--- src/rtl/nombre_pkg.sv ---
// Shared constants for the name display path: segment glyphs (gfedcba, active-low),
// the "unknown" letter code and the tracker's per-symbol event classification.
package nombre_pkg;

   localparam int NAME_LEN = 8;

   localparam logic [6:0] PAT_0     = 7'b1000001;
   localparam logic [6:0] PAT_1     = 7'b1111001;
   localparam logic [6:0] PAT_2     = 7'b1000110;
   localparam logic [6:0] PAT_3     = 7'b1001110;
   localparam logic [6:0] PAT_4     = 7'b1000000;
   localparam logic [6:0] PAT_5     = 7'b0101111;
   localparam logic [6:0] PAT_6     = 7'b1111001;
   localparam logic [6:0] PAT_7     = 7'b0001000;
   localparam logic [6:0] PAT_BLANK = 7'b1111111;

   localparam logic [3:0] BCD_NONE = 4'hF;

   typedef enum logic [1:0] {
      EV_IDLE,
      EV_UNKNOWN,
      EV_IN_ORDER,
      EV_OUT_OF_ORDER
   } rx_event_t;

   function automatic logic [6:0] pat_of(input logic [2:0] idx);
      logic [6:0] p;
      case (idx)
         3'd0:    p = PAT_0;
         3'd1:    p = PAT_1;
         3'd2:    p = PAT_2;
         3'd3:    p = PAT_3;
         3'd4:    p = PAT_4;
         3'd5:    p = PAT_5;
         3'd6:    p = PAT_6;
         default: p = PAT_7;
      endcase
      return p;
   endfunction

   function automatic logic [2:0] lowest_idx(input logic [7:0] mask);
      logic [2:0] r;
      r = 3'd0;
      for (int i = NAME_LEN - 1; i >= 0; i--) begin
         if (mask[i]) r = 3'(i);
      end
      return r;
   endfunction

endpackage

--- src/rtl/nombre_lookup.sv ---
// Combinational glyph matcher: flags every letter index whose pattern equals seg.
// Indices 1 and 6 share a glyph, so cand may carry two bits.
module nombre_lookup
   import nombre_pkg::*;
(
   input  logic [6:0] seg,
   output logic [7:0] cand,
   output logic       blank
);

   always_comb begin
      cand = '0;
      for (int i = 0; i < NAME_LEN; i++) begin
         cand[i] = (seg == pat_of(3'(i)));
      end
      blank = (seg == PAT_BLANK);
   end

endmodule

--- src/rtl/nombre_receptor.sv ---
// Recovers letter indices from a 7-segment stream and tracks name order.
// Two stages: registered glyph lookup, then the position tracker (pos is its state).
module nombre_receptor
   import nombre_pkg::*;
(
   input  logic       clk,
   input  logic       rst,
   input  logic [6:0] seg,
   input  logic       seg_valid,
   output logic [3:0] bcd,
   output logic       bcd_valid,
   output logic       error,
   output logic       name_done,
   output logic [2:0] pos,
   output logic [7:0] names_ok
);

   localparam logic [2:0] LAST_POS = 3'(NAME_LEN - 1);

   logic [7:0] cand_c;
   logic       blank_c;
   logic [7:0] cand;
   logic       blank;
   logic       vld;
   rx_event_t  ev;

   nombre_lookup u_lookup (
      .seg   (seg),
      .cand  (cand_c),
      .blank (blank_c)
   );

   // seg is taken whenever seg_valid is high on a rising edge; there is no
   // ready, so the receiver must accept one symbol per cycle unconditionally.
   always_ff @(posedge clk or posedge rst) begin
      if (rst) begin
         cand  <= '0;
         blank <= 1'b0;
         vld   <= 1'b0;
      end else begin
         vld   <= seg_valid;
         cand  <= seg_valid ? cand_c : '0;
         blank <= seg_valid & blank_c;
      end
   end

   always_comb begin
      ev = EV_IDLE;
      if (vld && !blank) begin
         if (cand == '0)     ev = EV_UNKNOWN;
         else if (cand[pos]) ev = EV_IN_ORDER;
         else                ev = EV_OUT_OF_ORDER;
      end
   end

   always_ff @(posedge clk or posedge rst) begin
      if (rst) begin
         bcd       <= BCD_NONE;
         bcd_valid <= 1'b0;
         error     <= 1'b0;
         name_done <= 1'b0;
         pos       <= 3'd0;
         names_ok  <= 8'd0;
      end else begin
         bcd_valid <= 1'b0;
         error     <= 1'b0;
         name_done <= 1'b0;
         case (ev)
            EV_UNKNOWN: begin
               bcd       <= BCD_NONE;
               bcd_valid <= 1'b1;
               error     <= 1'b1;
               pos       <= 3'd0;
            end
            EV_IN_ORDER: begin
               bcd       <= {1'b0, pos};
               bcd_valid <= 1'b1;
               if (pos == LAST_POS) begin
                  name_done <= 1'b1;
                  if (names_ok != 8'hFF) names_ok <= names_ok + 8'd1;
                  pos <= 3'd0;
               end else begin
                  pos <= pos + 3'd1;
               end
            end
            EV_OUT_OF_ORDER: begin
               // A stray letter 0 is treated as the start of a fresh name.
               bcd       <= {1'b0, lowest_idx(cand)};
               bcd_valid <= 1'b1;
               error     <= 1'b1;
               pos       <= cand[0] ? 3'd1 : 3'd0;
            end
            default: ;
         endcase
      end
   end

endmodule

--- config.mk ---
export PLATFORM = sky130hd
export DESIGN_NAME = nombre_receptor
export DESIGN_NICKNAME = d
export VERILOG_FILES = /design/src/rtl/nombre_pkg.sv /design/src/rtl/nombre_lookup.sv /design/src/rtl/nombre_receptor.sv
export SDC_FILE = /design/constraint.sdc
export NUM_CORES = 1
export LEC_CHECK = 0
export CELL_PAD_IN_SITES_DETAIL_PLACEMENT = 0
export CELL_PAD_IN_SITES_GLOBAL_PLACEMENT = 1
export CORE_MARGIN = 5
export CORE_UTILIZATION = 35
export DETAILED_ROUTE_END_ITERATION = 12
export GPL_ROUTABILITY_DRIVEN = 0
export PLACE_DENSITY = 0.85
export SLEW_MARGIN = 10
export SYNTH_ARGS = -nofsm -noshare
export SYNTH_HDL_FRONTEND = slang
export SYNTH_HIERARCHICAL = 1
export SYNTH_SLANG_ARGS = --single-unit
--- constraint.sdc ---
create_clock -name clk -period 1.85 [get_ports clk]
set_input_delay 0.37 -clock clk [delete_from_list [all_inputs] [get_ports clk]]
set_output_delay 0.37 -clock clk [all_outputs]
set_load 0.05 [all_outputs]
==> results.md, run 1 <==
- Status: finished, violations left
- Violated checks: negative setup slack
- CTS tree: built
- CP endpoint kind: flip-flop
- Critical path peak fanout: 5
- RSZ-0062 raised after global routing: yes
- Initial Util: 0.370
- Multi-input logic area: 732 sq um
- Most common cell after layout, fill and taps aside: buf_4
- Cell Area, Synth: 1380 sq um
- Vias per std cell: 5.16
- Die H: 72.9 um
- Commonest cells after routing, fill and taps aside: 34 x buf_4, 23 x dfrtp_1, 15 x nor2_1, 10 x clkdlybuf4s50_1, 9 x and2_1
- Compound-cell area share of the yosys netlist: 0.0922
- Clock share of power: 0.346
- Register area share after synthesis: 0.510
- CTS Buf Count: 3
- Slew at the pin closest to its max-slew limit: 498 ps
- Top cell type's share of synthesized area: 0.434
- Core region area: 3740 sq um
- Startpoint Class: flip-flop
- Count of different cell masters after synthesis: 40
- GRT Residual Overflow: 0
- Layout Nets: ~190
- Cell family with most CP delay: multiplexers
- HPWL after detailed placement: between 2000 and 2500 um
- Post-synth EDFFs: 0
- Pre-CTS setup slack: -163 ps
- Clk Latency, worst-skew pair: approximately 280 ps
- Routed wire length per instance: 14.1 um
- Routed Antenna Nets: 0
- PortBufs: 27
- Synth top area cells: dfrtp_1 43%, dfstp_2 7.6%, nor2_1 4.3%, and2_1 4.1%, mux2_2 3.3%
- Filler cells: 352
- Yosys top cell by area: dfrtp_1
- 1st-iter DRT viols: 80
- Synth Area per Inst: 11.1 sq um
- Switching share of power: 0.225
- P_leak: roughly 0.9 nW
- Yosys warns: 6
- CP max stage cell: mux4_2
- Final setup viols: 12
- Antenna diodes: 0
- Final period utilization: 1.08
- DRC Markers: 0
- Syn_nets: 138
- Max stage delay on crit path: 550 ps
- Num rows: 22
- Pwr Density: 564 nW/um^2
- Share of layout cells above drive strength 1: 0.393
- Async set-or-reset flop fraction in the synthesized netlist: 1.00
- Flops & latches, synth: 28
- Post-Route WL: between 3000 and 4000 um
- Multiplexer area fraction after synthesis: 0.0678
- Die area: around 5300 sq um
- Clock tree root buffer cell: clkbuf_8
- Largest family of logic cells by synthesized area: simple AND/OR/NAND/NOR gates
- Vias in the first global route: approximately 1200
- Hold slack: between 400 and 500 ps
- WP buf/inv: 0
- Register area: between 700 and 800 sq um
- DR vias: 1141
- H-tree depth: 1
- First-pass GRT wire length: 5200 um
- Final hold viol count: 0
- Cell mode on critical path: mux2_4
- Synthesized-area fraction occupied by adder cells: 0.0271
- Final Max Slew Viols: 0
- Internal: 0.000848 W
- Relative slew slack: 0.667
- Worst setup margin: -139 ps
- DP Area: 1800 sq um
- Highest Clock Rate: a little over 0.5 GHz
- Synth Instances: 125
- Crit Path Class: flip-flop to flip-flop
- Max cap viols: 0
- Clk sink count: 28
- Comb pwr share: 0.085
- Worst Path Arrival: ~2200 ps
- First-pass iteration count of the detailed router: 4
- CTS clock-pin slew for the worst setup and hold paths: 90 ps
- CP required: 2030 ps
- Worst vdd ir: around 290 uV
- Post-synthesis simple-gate area fraction: 0.238
- # IOs: 28
- Largest net degree at the start of global routing: 29
- Total net switching power: between 0.0002 and 0.00025 W
- Finished Cell Area: a little under 2000 sq um
- Clock Tree Buf Depth: 2
- Worst Hold Class: input port to async pin
- Final min period: 1990 ps
- Antenna violations before repair: 0
- Clock Skews: 3.70 ps
- Top_reg_cell synth: dfrtp_1
- Total track usage: 0.124
- DIE WIDTH: 72.9 um
- Cell-by-cell trace of the critical path: mux2_4 -> mux4_2 -> o2111a_4 -> mux2_4
- P&R area growth vs syn: 40.3%
- XOR/XNOR share of the synthesized area: 0.0380
- Seq pwr share: 0.569
==> cell type report <==
class / instances / share of cell area
repair buffers: 45 / 0.189
multi-input cells: 91 / 0.377
inverters: 5 / 0.00966
flip-flops and latches: 28 / 0.365
clock buffers: 4 / 0.0284
well taps: 48 / 0.0309
==> per-layer routing <==
layer / GRT usage / share of wire / up-vias
met5: 0 / 0 / -
met1: 0.155 / 0.44 / 555
met2: 0.211 / 0.49 / 30
li1: - / - / 550
met3: 0.0193 / 0.050 / 6
met4: 0.0492 / 0.020 / 0
==> flip-flops by register name (all words and copies together) (netlist names) <==
name	cells
cand	8
bcd	4
names_ok	8
blank	1
pos	3
vld	1
bcd_valid	1
name_done	1
error	1
==> final timing paths <==
path | slack (ps) | to | from | depth (start not counted)
setup / recovery | -140 | names_ok[1] | pos[1] | 4
hold / removal | 440 | names_ok[2] | rst | 3
setup reg to reg | -140 | names_ok[1] | pos[1] | 4
hold reg to reg | 510 | bcd[3] | bcd[3] | 2
max in group asynchronous | 1110 | bcd[1] | rst | 3
min in group clk | 510 | bcd[3] | bcd[3] | 2
==> synthesized netlist by cell type, drive strengths merged, types with 2 or more instances <==
cell type	n
a21oi	4
a22o	2
a31oi	3
and2	10
buf	2
dfrtp	24
dfstp	4
ha	3
inv	5
mux2	6
nand2	6
nand2b	4
nand3	3
nand4	3
nor2	16
nor4	6
nor4b	2
o21ai	3
xnor2	3
xor2	3
==> timing repair <==
action                                  4_1_cts  5_1_grt
resized for setup                             1       12
gates cloned                                  1        0
pin swaps                                     1        3
endpoints found under the setup margin       14       14
buffers inserted                              0        1
hold buffers                                  0        0
==> power by group through the flow <==
stage,registers [W],clock network (W),logic [W]
after floorplan,0.000652,0,0.0000268
after detailed placement,0.000635,0,0.0000929
after global placement,0.000634,0,0.0000907
final,0.000622,0.000378,0.0000935
after global routing,0.000623,0.000424,0.000103
after CTS,0.000623,0.000380,0.0000935
==> stage by stage <==
stage | setup TNS, ps | total power, W | instances | util
after floorplan | -1570 | 0.000678 | 125 | -
after global placement | -882 | 0.000725 | 215 | 0.480
after detailed placement | -1190 | 0.000728 | 215 | 0.480
after CTS | -835 | 0.00110 | 220 | 0.500
after global routing | -1320 | 0.00115 | 221 | 0.519
final | -808 | 0.00109 | 221 | 0.519
==> worst register-to-register path, stage by stage (launching register included) <==
cell	delay (ps)
dfrtp_4	520
mux2_4	320
mux4_2	550
o2111a_4	200
mux2_4	300
==> cell families after synthesis <==
group,after synthesis
AOI/OAI and AO/OA,17
xor gates and xnor gates,6
adders and majority gates,3
buffers and inverters,7
DFF,28
muxes,7
and+or+nand+nor,57
(Power assumes the default switching activity.)
==> run 2, diff against run 1 <==
Settings changed: PLACE_DENSITY 0.85 to unset, PLACE_DENSITY_LB_ADDON set to 0.1.
==> results.md, run 2 (synthesis gave the netlist of run 1 again) <==
- Die H: about 73 um
- HPWL after detailed placement: 2290 um
- First-pass GRT wire length: 5060 um
- Vias in the first global route: 1111
- Max stage delay on crit path: 580 ps
- Final setup viols: 14
- Tot Pwr: 0.00104 W
- Status: finished, violations left
- H-tree depth: 1
- CTS tree: built
- # IOs: 28
- Final period utilization: 1.10
- Relative slew slack: 0.731
- Vias per std cell: roughly 4.9
- WP buf/inv: 0
- Cell-by-cell trace of the critical path: mux2_4 -> mux4_2 -> o2111a_4 -> mux2_4
- PortBufs: 27
- Violated checks: negative setup slack
- Commonest cells after routing, fill and taps aside: 35 x buf_4, 23 x dfrtp_1, 15 x nor2_1, 9 x and2_1, 9 x clkdlybuf4s50_1
- Num rows: 22
- Routed wire length per instance: 13.3 um
- Startpoint Class: flip-flop
- Critical path peak fanout: 8
- RSZ-0062 raised after global routing: yes
- GRT Residual Overflow: 0
- P&R area growth vs syn: 37.5%
- Worst Hold Class: input port to async pin
- Total track usage: 0.120
- Final core utilization: 0.508
- 1st-iter DRT viols: 22
- Cell family with most CP delay: multiplexers
- Final Max Slew Viols: 0
- Largest regs: cand: 8 flops, names_ok: 8 flops, bcd: 4 flops
- Max cap viols: 0
- Clk sink count: 28
- Core region area: 3740 sq um
- Most common cell after layout, fill and taps aside: buf_4
- Clock Skews: 7.09 ps
- DIE WIDTH: 72.9 um
- P_leak: ~0.9 nW
- Highest Clock Rate: ~0.49 GHz
- Crit Path Class: flip-flop to flip-flop
- Hold buffers post-CTS: 0
- CP required: about 2000 ps
- Post-Route WL: 2930 um
- Final min period: 2040 ps
- Routed Antenna Nets: 0
- Clock tree root buffer cell: clkbuf_8
- Layout Nets: approximately 190
- Antenna diodes: 0
- Antenna violations before repair: 0
- Share of layout cells above drive strength 1: 0.382
- Worst Path Arrival: 2190 ps
- Worst vdd ir: 327 uV
- Largest net degree at the start of global routing: 29
- Die area: 5310 sq um
- Clk Latency, worst-skew pair: around 270 ps
- Worst setup margin: -190 ps
- First-pass iteration count of the detailed router: 4
- Cell mode on critical path: mux2_4
- Pwr Density: 549 nW/um^2
- DRC Markers: 0
- CP endpoint kind: flip-flop
- CTS clock-pin slew for the worst setup and hold paths: 90 ps
- CP max stage cell: mux4_2
- Clock Tree Buf Depth: 2
- Initial Util: 0.370
- DR vias: 1077
- CTS Buf Count: 3
- Final hold viol count: 0
- Slew at the pin closest to its max-slew limit: 403 ps
==> run 2: changes by cell type in the layout (fill, tap and decap cells not counted), sizes merged <==
cell	change
mux4	-1
clkdlybuf4s50	-1
buf	+2
==> run 2: final cells by class <==
cell class	instances	area (sq um)
Sequential cell	28	709
Timing Repair Buffer	46	375
Clock buffer	4	45.0
Fill cell	357	1840
Tap cell	48	60.1
Inverter	5	18.8
Multi-Input combinational cell	90	694
==> run 2: per-stage QoR <==
stage               instances  worst slack [ps]  instance area (sq um)  setup TNS, ps  hold WS [ps]
global route              221              -236                   1900          -2390           519
floorplan                 125              -229                   1400          -1570           401
CTS                       221              -178                   1870          -1540           477
global placement          214              -143                   1790           -918           493
detailed placement        214              -178                   1790          -1180           504
finish                    221              -190                   1900          -1560           462
==> run 2: path summary, 6_finish.rpt <==
| kind | end | start | slack [ps] | cells after the start |
|---|---|---|---|---|
| hold reg to reg | bcd[3] | bcd[3] | 520 | 2 |
| setup reg to reg | names_ok[1] | pos[1] | -190 | 4 |
| min in group clk | bcd[3] | bcd[3] | 520 | 2 |
| setup / recovery | names_ok[1] | pos[1] | -190 | 4 |
| hold / removal | cand[4] | rst | 460 | 3 |
| max in group asynchronous | bcd[3] | rst | 1080 | 3 |
==> run 2: per-layer routing <==
| layer | GRT usage | wire, um | vias to the layer above |
|---|---|---|---|
| met4 | 0.0246 | 19 | 0 |
| li1 | - | - | 541 |
| met3 | 0.0220 | 119 | 2 |
| met2 | 0.218 | 1520 | 19 |
| met5 | 0 | 0 | - |
| met1 | 0.148 | 1280 | 515 |
==> run 2: worst min-delay path, stage by stage <==
cell             delay, ps
clkdlybuf4s50_1        390
inv_1                   50
buf_4                  320
==> run 2: power by group <==
| part | internal, W | leakage, nW | switching (W) |
|---|---|---|---|
| registers | 0.000620 | 0.368 | 0.00000263 |
| logic | 0.0000367 | 0.484 | 0.0000563 |
| clock network | 0.000154 | 0.0228 | 0.000175 |
==> run 2: repair_timing <==
| item | in CTS | in global routing |
|---|---|---|
| pin swaps | 1 | 2 |
| buffers inserted | 3 | 0 |
| gates resized for setup | 3 | 6 |
| endpoints found under the setup margin | 13 | 16 |
==> run 3, diff against run 2 <==
Clock period 1.85 ns to 1.7 ns, I/O delays scaled along.
==> results.md, run 3 (synthesis gave the netlist of run 1 again) <==
- Worst Hold Class: input port to async pin
- Commonest cells after routing, fill and taps aside: 30 x buf_4, 23 x dfrtp_1, 14 x nor2_1
- Max cap viols: 0
- Crit Path Class: flip-flop to flip-flop
- Relative slew slack: 0.676
- Slew at the pin closest to its max-slew limit: just under 500 ps
- DIE WIDTH: ~73 um
- Hold buffers post-CTS: 0
- Die H: roughly 73 um
- Clk sink count: 28
- Critical path peak fanout: 7
- Vias per std cell: 5.03
- Most common cell after layout, fill and taps aside: buf_4
- Post-Route WL: 2990 um
- Routed wire length per instance: ~13 um
- CTS Buf Count: 3
- Pre-CTS setup slack: -306 ps
- Tot Pwr: between 0.001 and 0.0015 W
- CP required: 1870 ps
- GRT Residual Overflow: 0
- Status: finished, violations left
- Core region area: 3740 sq um
- FF-to-FF path depth: 4
- Largest regs: cand: 8 flops, names_ok: 8 flops, bcd: 4 flops
- Clock Tree Buf Depth: 2
- Initial Util: 0.370
- Final period utilization: 1.19
- Final core utilization: 0.549
- Final hold viol count: 0
- Final setup viols: 15
- CTS tree: built
- Routed Antenna Nets: 0
- 1st-iter DRT viols: 52
- Clk Latency, worst-skew pair: about 280 ps
- Antenna diodes: 0
- Antenna violations before repair: 0
- Crit Reg-Reg Endpoint: names_ok[1]
- Pwr Density: between 600 and 700 nW/um^2
- Die area: 5310 sq um
- Worst Path Arrival: 2190 ps
- DR vias: 1132
- Vias in the first global route: 1121
- CTS clock-pin slew for the worst setup and hold paths: 90 ps
- DP Cell Count: 219
- Final Max Slew Viols: 0
- H-tree depth: 1
- First-pass iteration count of the detailed router: 4
- Highest Clock Rate: 0.496 GHz
- Worst vdd ir: between 400 and 500 uV
- Total track usage: 0.125
- P&R area growth vs syn: 48.6%
- Num rows: 22
- R2R Setup Slk: -310 ps
- Worst setup margin: -315 ps
- Layout Nets: 191
- DRC Markers: 0
- P_leak: approximately 0.94 nW
- Startpoint Class: flip-flop
- HPWL after detailed placement: around 2400 um
- CP endpoint kind: flip-flop
- Clock tree root buffer cell: clkbuf_8
- Cell Count, Final, Fillers Out: 225
- Share of layout cells above drive strength 1: 0.395
- # IOs: 28
- First-pass GRT wire length: around 5000 um
- Worst R2R Start: pos[1]
- Clock Skews: 8.29 ps
- PortBufs: 27
- Final min period: between 2000 and 2500 ps
- RSZ-0062 raised after global routing: yes
- Violated checks: negative setup slack
- Largest net degree at the start of global routing: 17
[run 3: worst max-delay path by stage]
| stage | cells past startpoint | end | startpoint |
|---|---|---|---|
| 2_1_floorplan | 5 | names_ok[1] | pos[1] |
| 3_3_place_gp | 4 | names_ok[1] | pos[1] |
| 3_5_place_dp | 4 | names_ok[1] | pos[1] |
| 4_1_cts | 4 | names_ok[1] | pos[1] |
| 5_1_grt | 5 | names_ok[5] | pos[1] |
| 6_report | 4 | names_ok[1] | pos[1] |
[run 3: area by class of cell]
class                      count  area [sq um]
fill                         345          1690
sequential                    28           709
multi-input combinational     90           679
timing repair buffer          50           518
tap                           48          60.1
clock buffer                   3          41.3
clock inverter                 1          30.0
inverter                       5          18.8
[run 3: through the flow]
step,cell area (sq um),hold slack (ps),setup TNS (ps)
final,2060,373,-3410
after global routing,2060,391,-4320
after CTS,2020,387,-3330
after detailed placement,1940,516,-3060
after global placement,1940,508,-2620
after floorplan,1400,371,-3660
[run 3: layer usage]
layer | GRT usage | share of wire | vias to the layer above | wire, um
met5 | 0 | 0 | - | 0
met4 | 0.0533 | 0.024 | 0 | 72
met3 | 0.0344 | 0.048 | 9 | 145
met2 | 0.209 | 0.52 | 26 | 1550
met1 | 0.149 | 0.41 | 547 | 1230
li1 | - | - | 550 | -
[run 3: where the power goes]
| part | leakage (nW) | total, W | internal [W] | switching, W |
|---|---|---|---|---|
| registers | 0.368 | 0.000679 | 0.000675 | 0.00000400 |
| logic | 0.541 | 0.000111 | 0.0000486 | 0.0000622 |
| clock network | 0.0357 | 0.000517 | 0.000316 | 0.000202 |
[run 3: critical path, stage by stage, from the launching register on]
cell and delay (ps):
dfrtp_4 530, mux2_4 310, mux4_2 570, o2111a_4 210
mux2_4 300
[run 3: timing repair]
item,4_1_cts,5_1_grt
pin swaps,0,4
endpoints found under the setup margin,15,16
gates resized for setup,1,9
setup buffers,1,1
